--- src/rtl/forward_neuron_mac.sv ---
// Forward-pass neuron engine: out = ReLU(sum(w_i*a_i) + bias), signed Q8.8.
// Weights and bias are fetched over the MMU read port; activations arrive as a valid/ready stream.
module forward_neuron_mac #(
    parameter int unsigned N_MAX        = 16,
    parameter logic [15:0] WEIGHTS_BASE = 16'h0100,
    parameter logic [15:0] BIASES_BASE  = 16'h0200
) (
    input  logic        clk,
    input  logic        rst,
    input  logic        start,
    input  logic [4:0]  neuron_id,
    input  logic [4:0]  num_inputs,
    input  logic [15:0] act_i,
    input  logic        act_valid_i,
    output logic        act_ready_o,
    output logic [31:0] mmu_adr_o,
    output logic        mmu_req_o,
    output logic        mmu_we_o,
    input  logic [31:0] mmu_dat_i,
    input  logic        mmu_ack_i,
    output logic [31:0] out,
    output logic [15:0] derivative,
    output logic        out_valid_o,
    input  logic        out_ready_i,
    output logic        busy_o
);

    localparam int unsigned DW    = 16;
    localparam int unsigned PW    = 32;
    localparam int unsigned ACC_W = 40;
    localparam int unsigned IDX_W = 5;

    typedef enum logic [2:0] {
        S_IDLE, S_W_REQ, S_A_WAIT, S_MAC, S_B_REQ, S_ACT, S_DONE
    } state_t;

    state_t                    r_state;
    state_t                    w_state_nxt;
    logic        [IDX_W-1:0]   r_nid;
    logic        [IDX_W-1:0]   r_num;
    logic        [IDX_W-1:0]   r_idx;
    logic signed [DW-1:0]      r_w;
    logic signed [DW-1:0]      r_a;
    logic signed [DW-1:0]      r_b;
    logic signed [ACC_W-1:0]   r_acc;
    logic        [31:0]        r_out;
    logic        [DW-1:0]      r_deriv;

    logic        [IDX_W-1:0]   w_num_clamped;
    logic        [DW-1:0]      w_w_adr;
    logic        [DW-1:0]      w_b_adr;
    logic signed [PW-1:0]      w_prod;
    logic signed [ACC_W-1:0]   w_shift;
    logic signed [ACC_W:0]     w_z_wide;
    logic signed [DW-1:0]      w_z;
    logic                      w_pos;
    logic                      w_unused;

    assign w_num_clamped = (num_inputs > IDX_W'(N_MAX)) ? IDX_W'(N_MAX) : num_inputs;
    assign w_w_adr       = WEIGHTS_BASE + {7'd0, r_nid, 4'd0} + DW'(r_idx);
    assign w_b_adr       = BIASES_BASE + DW'(r_nid);
    assign w_prod        = r_w * r_a;
    assign w_shift       = r_acc >>> 8;
    assign w_z_wide      = (ACC_W+1)'(w_shift) + (ACC_W+1)'(r_b);
    assign w_z           = (w_z_wide > 41'sd32767)  ? 16'sh7FFF :
                           (w_z_wide < -41'sd32768) ? 16'sh8000 : w_z_wide[DW-1:0];
    assign w_pos         = !w_z[DW-1] && (w_z != '0);
    assign w_unused      = ^mmu_dat_i[31:16];

    assign mmu_we_o   = 1'b0;
    assign out        = r_out;
    assign derivative = r_deriv;

    // State register
    always_ff @(posedge clk or posedge rst) begin
        if (rst) r_state <= S_IDLE;
        else     r_state <= w_state_nxt;
    end

    // Next-state logic
    always_comb begin
        w_state_nxt = r_state;
        case (r_state)
            S_IDLE:   if (start) w_state_nxt = (w_num_clamped == '0) ? S_B_REQ : S_W_REQ;
            S_W_REQ:  if (mmu_ack_i) w_state_nxt = S_A_WAIT;
            S_A_WAIT: if (act_valid_i) w_state_nxt = S_MAC;
            S_MAC:    w_state_nxt = (r_idx + 5'd1 == r_num) ? S_B_REQ : S_W_REQ;
            S_B_REQ:  if (mmu_ack_i) w_state_nxt = S_ACT;
            S_ACT:    w_state_nxt = S_DONE;
            S_DONE:   if (out_ready_i) w_state_nxt = S_IDLE;
            default:  w_state_nxt = S_IDLE;
        endcase
    end

    // Moore outputs decoded from the state register only
    always_comb begin
        act_ready_o = 1'b0;
        mmu_req_o   = 1'b0;
        mmu_adr_o   = '0;
        out_valid_o = 1'b0;
        busy_o      = 1'b1;
        case (r_state)
            S_IDLE:   busy_o = 1'b0;
            S_W_REQ:  begin mmu_req_o = 1'b1; mmu_adr_o = 32'(w_w_adr); end
            S_A_WAIT: act_ready_o = 1'b1;
            S_B_REQ:  begin mmu_req_o = 1'b1; mmu_adr_o = 32'(w_b_adr); end
            S_DONE:   out_valid_o = 1'b1;
            default:  ;
        endcase
    end

    // Datapath: operand capture, accumulate, bias + ReLU
    always_ff @(posedge clk or posedge rst) begin
        if (rst) begin
            r_nid   <= '0;
            r_num   <= '0;
            r_idx   <= '0;
            r_w     <= '0;
            r_a     <= '0;
            r_b     <= '0;
            r_acc   <= '0;
            r_out   <= '0;
            r_deriv <= '0;
        end else begin
            case (r_state)
                S_IDLE: if (start) begin
                    r_nid <= neuron_id;
                    r_num <= w_num_clamped;
                    r_acc <= '0;
                    r_idx <= '0;
                end
                S_W_REQ:  if (mmu_ack_i) r_w <= mmu_dat_i[DW-1:0];
                S_A_WAIT: if (act_valid_i) r_a <= act_i;
                S_MAC: begin
                    r_acc <= r_acc + ACC_W'(w_prod);
                    r_idx <= r_idx + 5'd1;
                end
                S_B_REQ:  if (mmu_ack_i) r_b <= mmu_dat_i[DW-1:0];
                S_ACT: begin
                    r_out   <= w_pos ? 32'(w_z) : 32'd0;
                    r_deriv <= w_pos ? 16'h0100 : 16'h0000;
                end
                default: ;
            endcase
        end
    end

endmodule
--- config.mk ---
export PLATFORM = sky130hd
export DESIGN_NAME = forward_neuron_mac
export DESIGN_NICKNAME = d
export VERILOG_FILES = /design/src/rtl/forward_neuron_mac.sv
export SDC_FILE = /design/constraint.sdc
export NUM_CORES = 1
export LEC_CHECK = 0
export ABC_AREA = 1
export ABC_CLOCK_PERIOD_IN_PS = 16000
export BUFFER_PORTS_ARGS = -buffer_cell sky130_fd_sc_hd__clkbuf_2
export CAP_MARGIN = 20
export CORE_ASPECT_RATIO = 1.2
export CORE_MARGIN = 1.5
export CORE_UTILIZATION = 40
export DETAILED_ROUTE_END_ITERATION = 16
export GPL_TIMING_DRIVEN = 0
export PLACE_DENSITY = 0.65
export SYNTH_ARGS = -nofsm -noshare
export SYNTH_HDL_FRONTEND = slang
export SYNTH_SLANG_ARGS = --single-unit
--- constraint.sdc ---
create_clock -name clk -period 16 [get_ports clk]
set_input_delay 0.8 -clock clk [delete_from_list [all_inputs] [get_ports clk]]
set_output_delay 0.8 -clock clk [all_outputs]
set_load 0.01 [all_outputs]
After elaboration in Yosys (flattened, before gate mapping)
Index checks and enable logic that the tools add are counted.

Bits in writable memories: 0. Memories kept: 0. Logic and storage cells: 67. Input port bits: 64. Output and inout bits: 85. Register bits: 154. Bits in latches: 0. Bits in read-only memories: 0.

Bitwise operators: 0. Magnitude comparators: 3. Add/sub/neg operators: 6. $mul: 1. Muxes and demuxes: 22. Eq/ne operators: 12. Shift operators: 0. Div/mod/pow operators: 0. Reductions and logical operators: 13.

Operators with widths (count): $pmux 40 s2 (1); $add 40x32->40 (1); $mux 40 (1); $add 32x16->33 (1); $gt 33x16->1 const B (1); $lt 33x16->1 const B (1); $mul 16x16->32 (1); $mux 16 (2); $mux 32 (1); $pmux 11 s2 (1); $mux 3 (7); $pmux 3 s7 (1); $reduce_bool 16->1 (1); $add 10x5->11 (1); $add 10x5->11 const A (1); $add 9x9->10 const A (1); $mux 5 (2); $ne 2x2->1 const B (5); $pmux 5 s2 (1); $reduce_and 2->1 (5); $eq 3x3->1 const B (3); $mux 9 (1); $eq 3x2->1 const B (2); $add 5x1->5 const B (1); 11 further kinds (14).

Longest topological paths before layout
Gate-level depths: netlist (run 1).

Depth in word-level cells: 7. Gate-level depth with buffers: 34.

Worst setup path before layout (run 1)
Ideal clock, no wire load.

Kind: register to register. Start: reg r_w[15]. End: reg r_acc[39]. Data arrival time: 5927 ps. Setup time: 136 ps. Setup slack: 9936 ps. Stages on the path, launching flop included: 30. Path buffers: 2. Cell sequence: dfrtp_1 -> clkbuf_1 -> clkbuf_1 -> nand2_1 -> fa_1 -> inv_1 -> fa_1 -> inv_1 -> fa_1 -> inv_1 -> fa_1 -> fa_1 -> inv_1 -> fa_1 -> inv_1 -> ha_1 -> nand2_1 -> nor2_1 -> nand2_1 -> nor2_1 -> nand2_1 -> nand3_1 -> nand2_1 -> o211ai_1 -> a21oi_1 -> o21bai_1 -> nand2_1 -> nand3b_1 -> xnor2_1 -> o21ai_0.

Cells in the longest elaborated chain, start to end: 3.

Ends and longest elaborated chain: start, declared (line 42) `logic signed [DW-1:0] r_w;`; start signal, assigned (line 132) `S_W_REQ: if (mmu_ack_i) r_w <= mmu_dat_i[DW-1:0];`; $mul 16x16->32 (line 62) `assign w_prod = r_w * r_a;`; $add 40x32->40 (line 135) `r_acc <= r_acc + ACC_W'(w_prod);`; $pmux 40 s2 (line 125) `case (r_state)`; end signal, assigned (line 135); end, declared (line 45) `logic signed [ACC_W-1:0] r_acc;`.

Every way passes these cells. A chain may end at the register's enable or synchronous reset.

Worst setup path in the final report (run 1)
Same ends and word-level chain as after synthesis.

==> parameters.txt, run 1 <==
Parameter                              Value

Routing
  Vias ... 16379
  Number of violations reported at the end of detailed-routing iteration 0 ... 759
  DRT antenna net count ... 0
  First-pass DRT Iterations ... 5
  Remaining routing DRC violations ... 0
  WL per Instance ... 15.62 µm
  M1 wire length ... 21120 µm
  Length of routed met2 wiring ... 28130 µm
  Highest metal layer used by the detailed router ... met4
  Metal3 WL ... 2432 µm
  Detail-routed via count per cell ... 4.749
  Routed wire length ... 53880 µm

Critical path
  Setup slack of the worst register-to-register path ... 8.60 ns
  Endpoint arrival time on the critical path ... 7.71 ns
  Startpoint kind of the worst setup timing path ... flop
  Largest stage delay on the critical path ... 0.59 ns
  Worst reg-to-reg path cell count ... 29
  Cell with the largest stage delay on the worst path ... fa_1
  Required time of the worst setup path ... 16.31 ns
  Category of the worst setup path capture point ... flop
  Crit Path Category ... reg2reg
  Maximum fanout along the worst path ... 10
  Worst R2R Start ... r_w[15]
  Critical R2R Capture ... r_acc[39]

Timing
  Final worst path period need ... 7.401 ns
  Relative slew slack ... 35.12%
  Slew at the pin closest to its max-slew limit ... 0.9733 ns
  Final Skew ... 0.01111 ns
  Final setup violation count ... 0
  Final Max Tran Viols ... 0
  Hold Violations, Final ... 0
  Worst-case setup margin in the final layout ... 8.599 ns
  Highest attainable clock frequency ... 0.1351 GHz
  Total negative slack ... 0 ns
  Final worst-path cycle share ... 46.26%
  RSZ-0062 raised after global routing ... no

Clock network
  TritonCTS clock tree ... built
  Hold_buf cts ... 0
  CTS H-tree lvls ... 4
  Clock Tree Buf Depth ... 2
  Post-CTS sizing ... 0
  Post-CTS setup repair buffer count ... 0
  Clock buffer count from CTS ... 17
  Clk sinks ... 123
  Insertion delay to the later sink of the worst-skew pair ... 0.46 ns
  Clock Pin Slew Worst Setup and Hold Paths ... 0.07 ns
  Root buf cell ... clkbuf_16

Logic synthesis
  Flip-flop and latch count after synthesis ... 123
  Post-synthesis instance area ... 0.02042 mm²
  Leading area contributor after synthesis ... fa_1
  Number of instances in the synthesized netlist ... 2640
  Yosys cell types ... 43
  Area fraction of the dominant cell type after synthesis ... 32.45%
  Synth Warn # ... 0
  Post-synth ARST share ... 100.0%
  Most used DFF post-synth ... dfrtp_1
  Mean cell area of the mapped netlist ... 7.736 µm²
  Number of enable-type register cells in the synthesized netlist ... 0
  Most instantiated cells after synthesis ... inv_1 (683), nand2_1 (674), fa_1 (331)
  Top-count cell post-synth ... inv_1
  Cell types with the largest area share after synthesis ... fa_1 (32%), dfrtp_1 (15%), inv_1 (13%)
  Share of the yosys chip area belonging to registers ... 15.07%

GRT
  Aggregate global-route resource usage ... 21.92%
  Global-route wire length before repair ... 88190 µm
  Largest net degree at the start of global routing ... 71
  Aggregate global routing overflow ... 0
  Number of antenna violations at the first check in global routing ... 0
  Via count of the first global-routing pass ... 16825

Floorplanning
  Total core area ... 0.05034 mm²
  Initial core utilization ... 40.57%
  IO Pins ... 149
  Die Footprint ... 0.05243 mm²
  Chip Height ... 250.5 µm
  Standard-cell rows ... 90
  Chip Width ... 209.3 µm

Min path
  Class of the most critical hold timing path ... in2async

Job
  Max-cap check violation count ... 0

Status
  Status ... finished, final reports clean

Final layout
  Final Instance Count excl. Fillers ... 3449
  Final net count ... 3337
  Summed area of non-filler cells in the final layout ... 0.02252 mm²
  Number of antenna diodes ... 0
  Proportion of layout cells with a drive suffix above 1 ... 8.449%
  Area growth from synthesis to layout ... 10.27%

Placement
  Worst slack at placement ... 8.685 ns
  Placement Cell Area ... 0.02190 mm²
  Placer Congestion ... 0.8927
  Placed cell count ... 3417
  Detail Placement HPWL ... 45190 µm
  Count of buffers from port buffering ... 94
sequential cells by signal, summed over array words and instances (netlist names):
signal      flops
r_num           5
r_a            16
r_w            16
r_idx           5
out            16
derivative      1
r_state         3
r_acc          40
r_nid           5
r_b            16
layout by cell type, fill, tap and decap left out, drive strengths merged, types with 14 or more instances in the layout:
cell | Yosys | routed
clkbuf | 81 | 192
buf | 57 | 59
dfrtp | 123 | 123
o21ai | 113 | 113
nor3 | 14 | 14
mux2 | 15 | 15
fa | 331 | 331
xnor2 | 16 | 16
conb | 1 | 38
ha | 150 | 150
nand2 | 687 | 687
nand4 | 14 | 14
inv | 690 | 699
xor2 | 24 | 24
nand3 | 58 | 58
nor2 | 118 | 118
a21oi | 83 | 83
metrics by stage:
stage	hold slack [ns]	util [%]
2_1_floorplan	0.4594	-
6_report	0.3922	44.74
5_1_grt	0.4385	44.74
3_3_place_gp	0.4652	43.39
3_5_place_dp	0.4642	43.50
4_1_cts	0.3973	44.74
routing by layer:
layer	vias to the layer above	GRT usage (%)
met2	366	39.80
li1	7965	-
met1	7954	25.82
met4	0	9.669
met5	-	0
met3	94	2.721
cell families (layout without fill, tap and decap cells):
logic type	count (synthesis)	in the layout	synth area share, %
AOI/OAI and AO/OA	238	238	6.433
buffers and inverters	831	959	16.31
and+or+nand+nor	911	911	17.99
other	1	38	0.01836
muxes	15	15	0.8270
xor gates and xnor gates	40	40	1.715
adders and majority gates	481	481	41.63
DFF	123	123	15.07
how the worst max path moves through the flow:
stage,start,end,slack [ns]
floorplan,r_w[15],r_acc[39],9.94
global placement,r_w[2],r_acc[38],8.66
detailed placement,r_w[2],r_acc[38],8.68
CTS,r_w[2],r_acc[38],8.68
global route,r_w[2],r_acc[36],8.15
finish,r_w[15],r_acc[39],8.60
critical path, delay by kind of cell (launching register included):
kind / cells / cell delay (ns)
fa+ha+maj: 7 / 3.45
xor+xnor: 1 / 0.11
flops: 1 / 0.32
buf+inv: 7 / 1.45
simple gates: 10 / 1.27
compound gates: 4 / 0.65
layout make-up:
| class | count | area [µm²] |
|---|---|---|
| Fill cell | 5131 | 27810 |
| Multi-Input combinational cell | 1723 | 14150 |
| Sequential cell | 123 | 3078 |
| Inverter | 693 | 2606 |
| Tap cell | 644 | 805.8 |
| Buffer | 138 | 730.7 |
| Timing Repair Buffer | 96 | 525.5 |
| Clock buffer | 17 | 425.4 |
| Clock inverter | 15 | 197.7 |
Power of run 1 is not shown: default switching activity piles up to over one toggle a cycle in this logic, so the estimate is an artifact.
==> inputs of run 2 (changes only) <==
Settings changed: ABC_CLOCK_PERIOD_IN_PS 16000 to 6160, PLACE_DENSITY 0.65 to 0.67.
Clock period 16 ns to 6.16 ns, I/O delays scaled along.
==> run 2 against run 1 <==
Critical path depth down 2. Count of clock-buffer cells in the layout unchanged. Non-clock buffer count up 64. Die area unchanged. Fmax up 20%. Worst setup slack worse by 8.6 ns. Register-to-register slack worse by 8.6 ns. Critical path type unchanged. Highest routed layer unchanged.
==> parameters.txt, run 2 (same netlist as run 1, synthesis figures left out) <==
Parameter                              Value

Clock network
  TritonCTS clock tree ... built (unchanged)
  Clock Pin Slew Worst Setup and Hold Paths ... 0.07 ns (about the same)
  Clock Tree Buf Depth ... 2 (unchanged)
  Clk sinks ... 123 (unchanged)
  Root buf cell ... clkbuf_16 (unchanged)
  CTS H-tree lvls ... 4 (unchanged)
  Insertion delay to the later sink of the worst-skew pair ... 0.45 ns (was 0.46 ns)
  Clock buffer count from CTS ... 17 (unchanged)

Critical path
  Crit Path Category ... reg2reg (unchanged)
  Cell family with the largest share of critical-path delay ... adder cells (unchanged)
  Required time of the worst setup path ... 6.47 ns (was 16.31 ns)
  Cell with the largest stage delay on the worst path ... fa_1 (unchanged)
  Maximum fanout along the worst path ... 5 (was 10)
  Largest stage delay on the critical path ... 0.60 ns (was 0.59 ns)
  Cell seen most often among critical-path stages ... fa_1
  Startpoint kind of the worst setup timing path ... flop (unchanged)
  Bufs and invs on worst path ... 5 (was 7)
  Category of the worst setup path capture point ... flop (unchanged)
  Endpoint arrival time on the critical path ... 6.46 ns (was 7.71 ns)

Timing
  Final Max Tran Viols ... 0 (unchanged)
  Final setup violation count ... 0 (unchanged)
  Slew at the pin closest to its max-slew limit ... 0.9942 ns (was 0.9733 ns)
  Highest attainable clock frequency ... 0.1624 GHz (was 0.1351 GHz)
  Hold Violations, Final ... 0 (unchanged)
  Worst-case setup margin in the final layout ... 0.002023 ns (was 8.599 ns)
  Final worst-path cycle share ... 99.97% (was 46.26%)
  Final worst path period need ... 6.158 ns (was 7.401 ns)
  Final Skew ... 0.01409 ns (was 0.01111 ns)
  RSZ-0062 raised after global routing ... yes (was no)
  Relative slew slack ... 33.72% (was 35.12%)

Routing
  Routed wire length ... 57620 µm (was 53880 µm)
  Remaining routing DRC violations ... 0 (unchanged)
  Number of violations reported at the end of detailed-routing iteration 0 ... 1039 (was 759)
  DRT antenna net count ... 0 (unchanged)
  Vias ... 17073 (was 16379)
  First-pass DRT Iterations ... 5 (unchanged)
  Detail-routed via count per cell ... 4.857 (was 4.749)
  WL per Instance ... 16.39 µm (was 15.62 µm)

Placement
  Placer Congestion ... 0.9143 (was 0.8927)
  Placement Cell Area ... 0.02190 mm² (unchanged)
  Count of buffers from port buffering ... 94 (unchanged)
  Detail Placement HPWL ... 44420 µm (was 45190 µm)
  Worst slack at placement ... -1.197 ns (was 8.685 ns)

GRT
  Aggregate global-route resource usage ... 22.85% (was 21.92%)
  Number of antenna violations at the first check in global routing ... 1 (was 0)
  Aggregate global routing overflow ... 0 (unchanged)
  Via count of the first global-routing pass ... 17475 (was 16825)
  Global-route wire length before repair ... 92390 µm (was 88190 µm)
  Largest net degree at the start of global routing ... 91 (was 71)

Final layout
  Final net count ... 3402 (was 3337)
  Fillers ... 4851 (was 5131)
  Area growth from synthesis to layout ... 17.46% (was 10.27%)
  Summed area of non-filler cells in the final layout ... 0.02399 mm² (was 0.02252 mm²)
  Proportion of layout cells with a drive suffix above 1 ... 17.63% (was 8.449%)
  Max FFs per register ... 40 (unchanged)
  Most used cells in the layout excluding fill and tap cells ... inv_1 (666), nand2_1 (645), fa_1 (320) (was inv_1 (682), nand2_1 (674), fa_1 (331))
  Most common cell after layout, fill and taps aside ... inv_1 (unchanged)
  Register with the most flip-flops ... r_acc (unchanged)

Floorplanning
  Initial core utilization ... 40.57% (unchanged)
  Chip Width ... 209.3 µm (unchanged)
  Die Footprint ... 0.05243 mm² (unchanged)
  Chip Height ... 250.5 µm (unchanged)
  Standard-cell rows ... 90 (unchanged)
  IO Pins ... 149 (unchanged)
  Total core area ... 0.05034 mm² (unchanged)

Status
  Status ... finished, final reports clean (unchanged)

Min path
  Class of the most critical hold timing path ... in2reg (was in2async)

Job
  Max-cap check violation count ... 0 (unchanged)
[run 2: cell count changes in the layout (fill, tap and decap cells not counted), sizes merged]
cell	previous run	this run
buf	59	160
clkbuf	192	154
clkinvlp	1	6
bufinv	2	0
clkinv	6	5
diode	0	1
dlygate4sd3	0	1
inv	699	698
[run 2: cell type report]
class	instances	area, µm²	share of cell area [%]
multi-input combinational	1723	14650	61.05
sequential	123	3115	12.99
inverter	693	2619	10.92
timing repair buffer	192	1368	5.701
buffer	106	857.1	3.573
tap	644	805.8	3.359
clock buffer	17	425.4	1.773
clock inverter	15	145.1	0.6050
timing repair inverter	1	5.005	0.02086
antenna	1	2.502	0.01043
[run 2: path summary, 6_finish.rpt]
check	slack, ns	to	startpoint	cells past startpoint
min reg2reg	0.48	out[6]	out[6]	2
min	0.07	r_nid[3]	neuron_id[3]	3
max	0.002	r_acc[39]	r_w[9]	27
max reg2reg	0.002	r_acc[39]	r_w[9]	27
min in group asynchronous	0.40	r_a[9]	rst	3
max in group asynchronous	4.94	r_w[4]	rst	4
[run 2: per-stage QoR]
| stage | instances | util (%) | hold WS, ns | setup TNS (ns) |
|---|---|---|---|---|
| 4_1_cts | 3493 | 46.65 | 0.06078 | -0.007218 |
| 3_3_place_gp | 3415 | 43.39 | 0.4643 | -15.35 |
| 6_report | 3515 | 47.66 | 0.07071 | 0 |
| 5_1_grt | 3515 | 47.66 | 0.07349 | -1.143 |
| 3_5_place_dp | 3417 | 43.50 | 0.3136 | -16.05 |
| 2_1_floorplan | 2677 | - | 0.4193 | 0 |
[run 2: worst register-to-register path, delay by kind of cell (launching register included)]
| family | cells | cell delay, ns |
|---|---|---|
| fa+ha+maj | 7 | 3.45 |
| simple gates | 10 | 0.98 |
| compound gates | 4 | 0.54 |
| flops | 1 | 0.48 |
| buf+inv | 5 | 0.45 |
| xor+xnor | 1 | 0.12 |
[run 2: routing by layer]
layer | up-vias | wire, µm | GRT usage (%)
met4 | 0 | 4473 | 15.63
met5 | - | 0 | 0
met3 | 194 | 2949 | 3.009
met2 | 495 | 29870 | 41.60
met1 | 8275 | 20330 | 24.54
li1 | 8109 | - | -
[run 2: what timing repair did]
item                                   in CTS  in global routing
buffers inserted                           73                 22
resized for setup                         160                117
setup endpoints to repair                  27                 15
gates cloned                                1                  0
hold buffers                                1                  0
endpoints found under the hold margin      33                  0
pin swaps                                  28                 89
Power of run 2 is left out for the same reason.
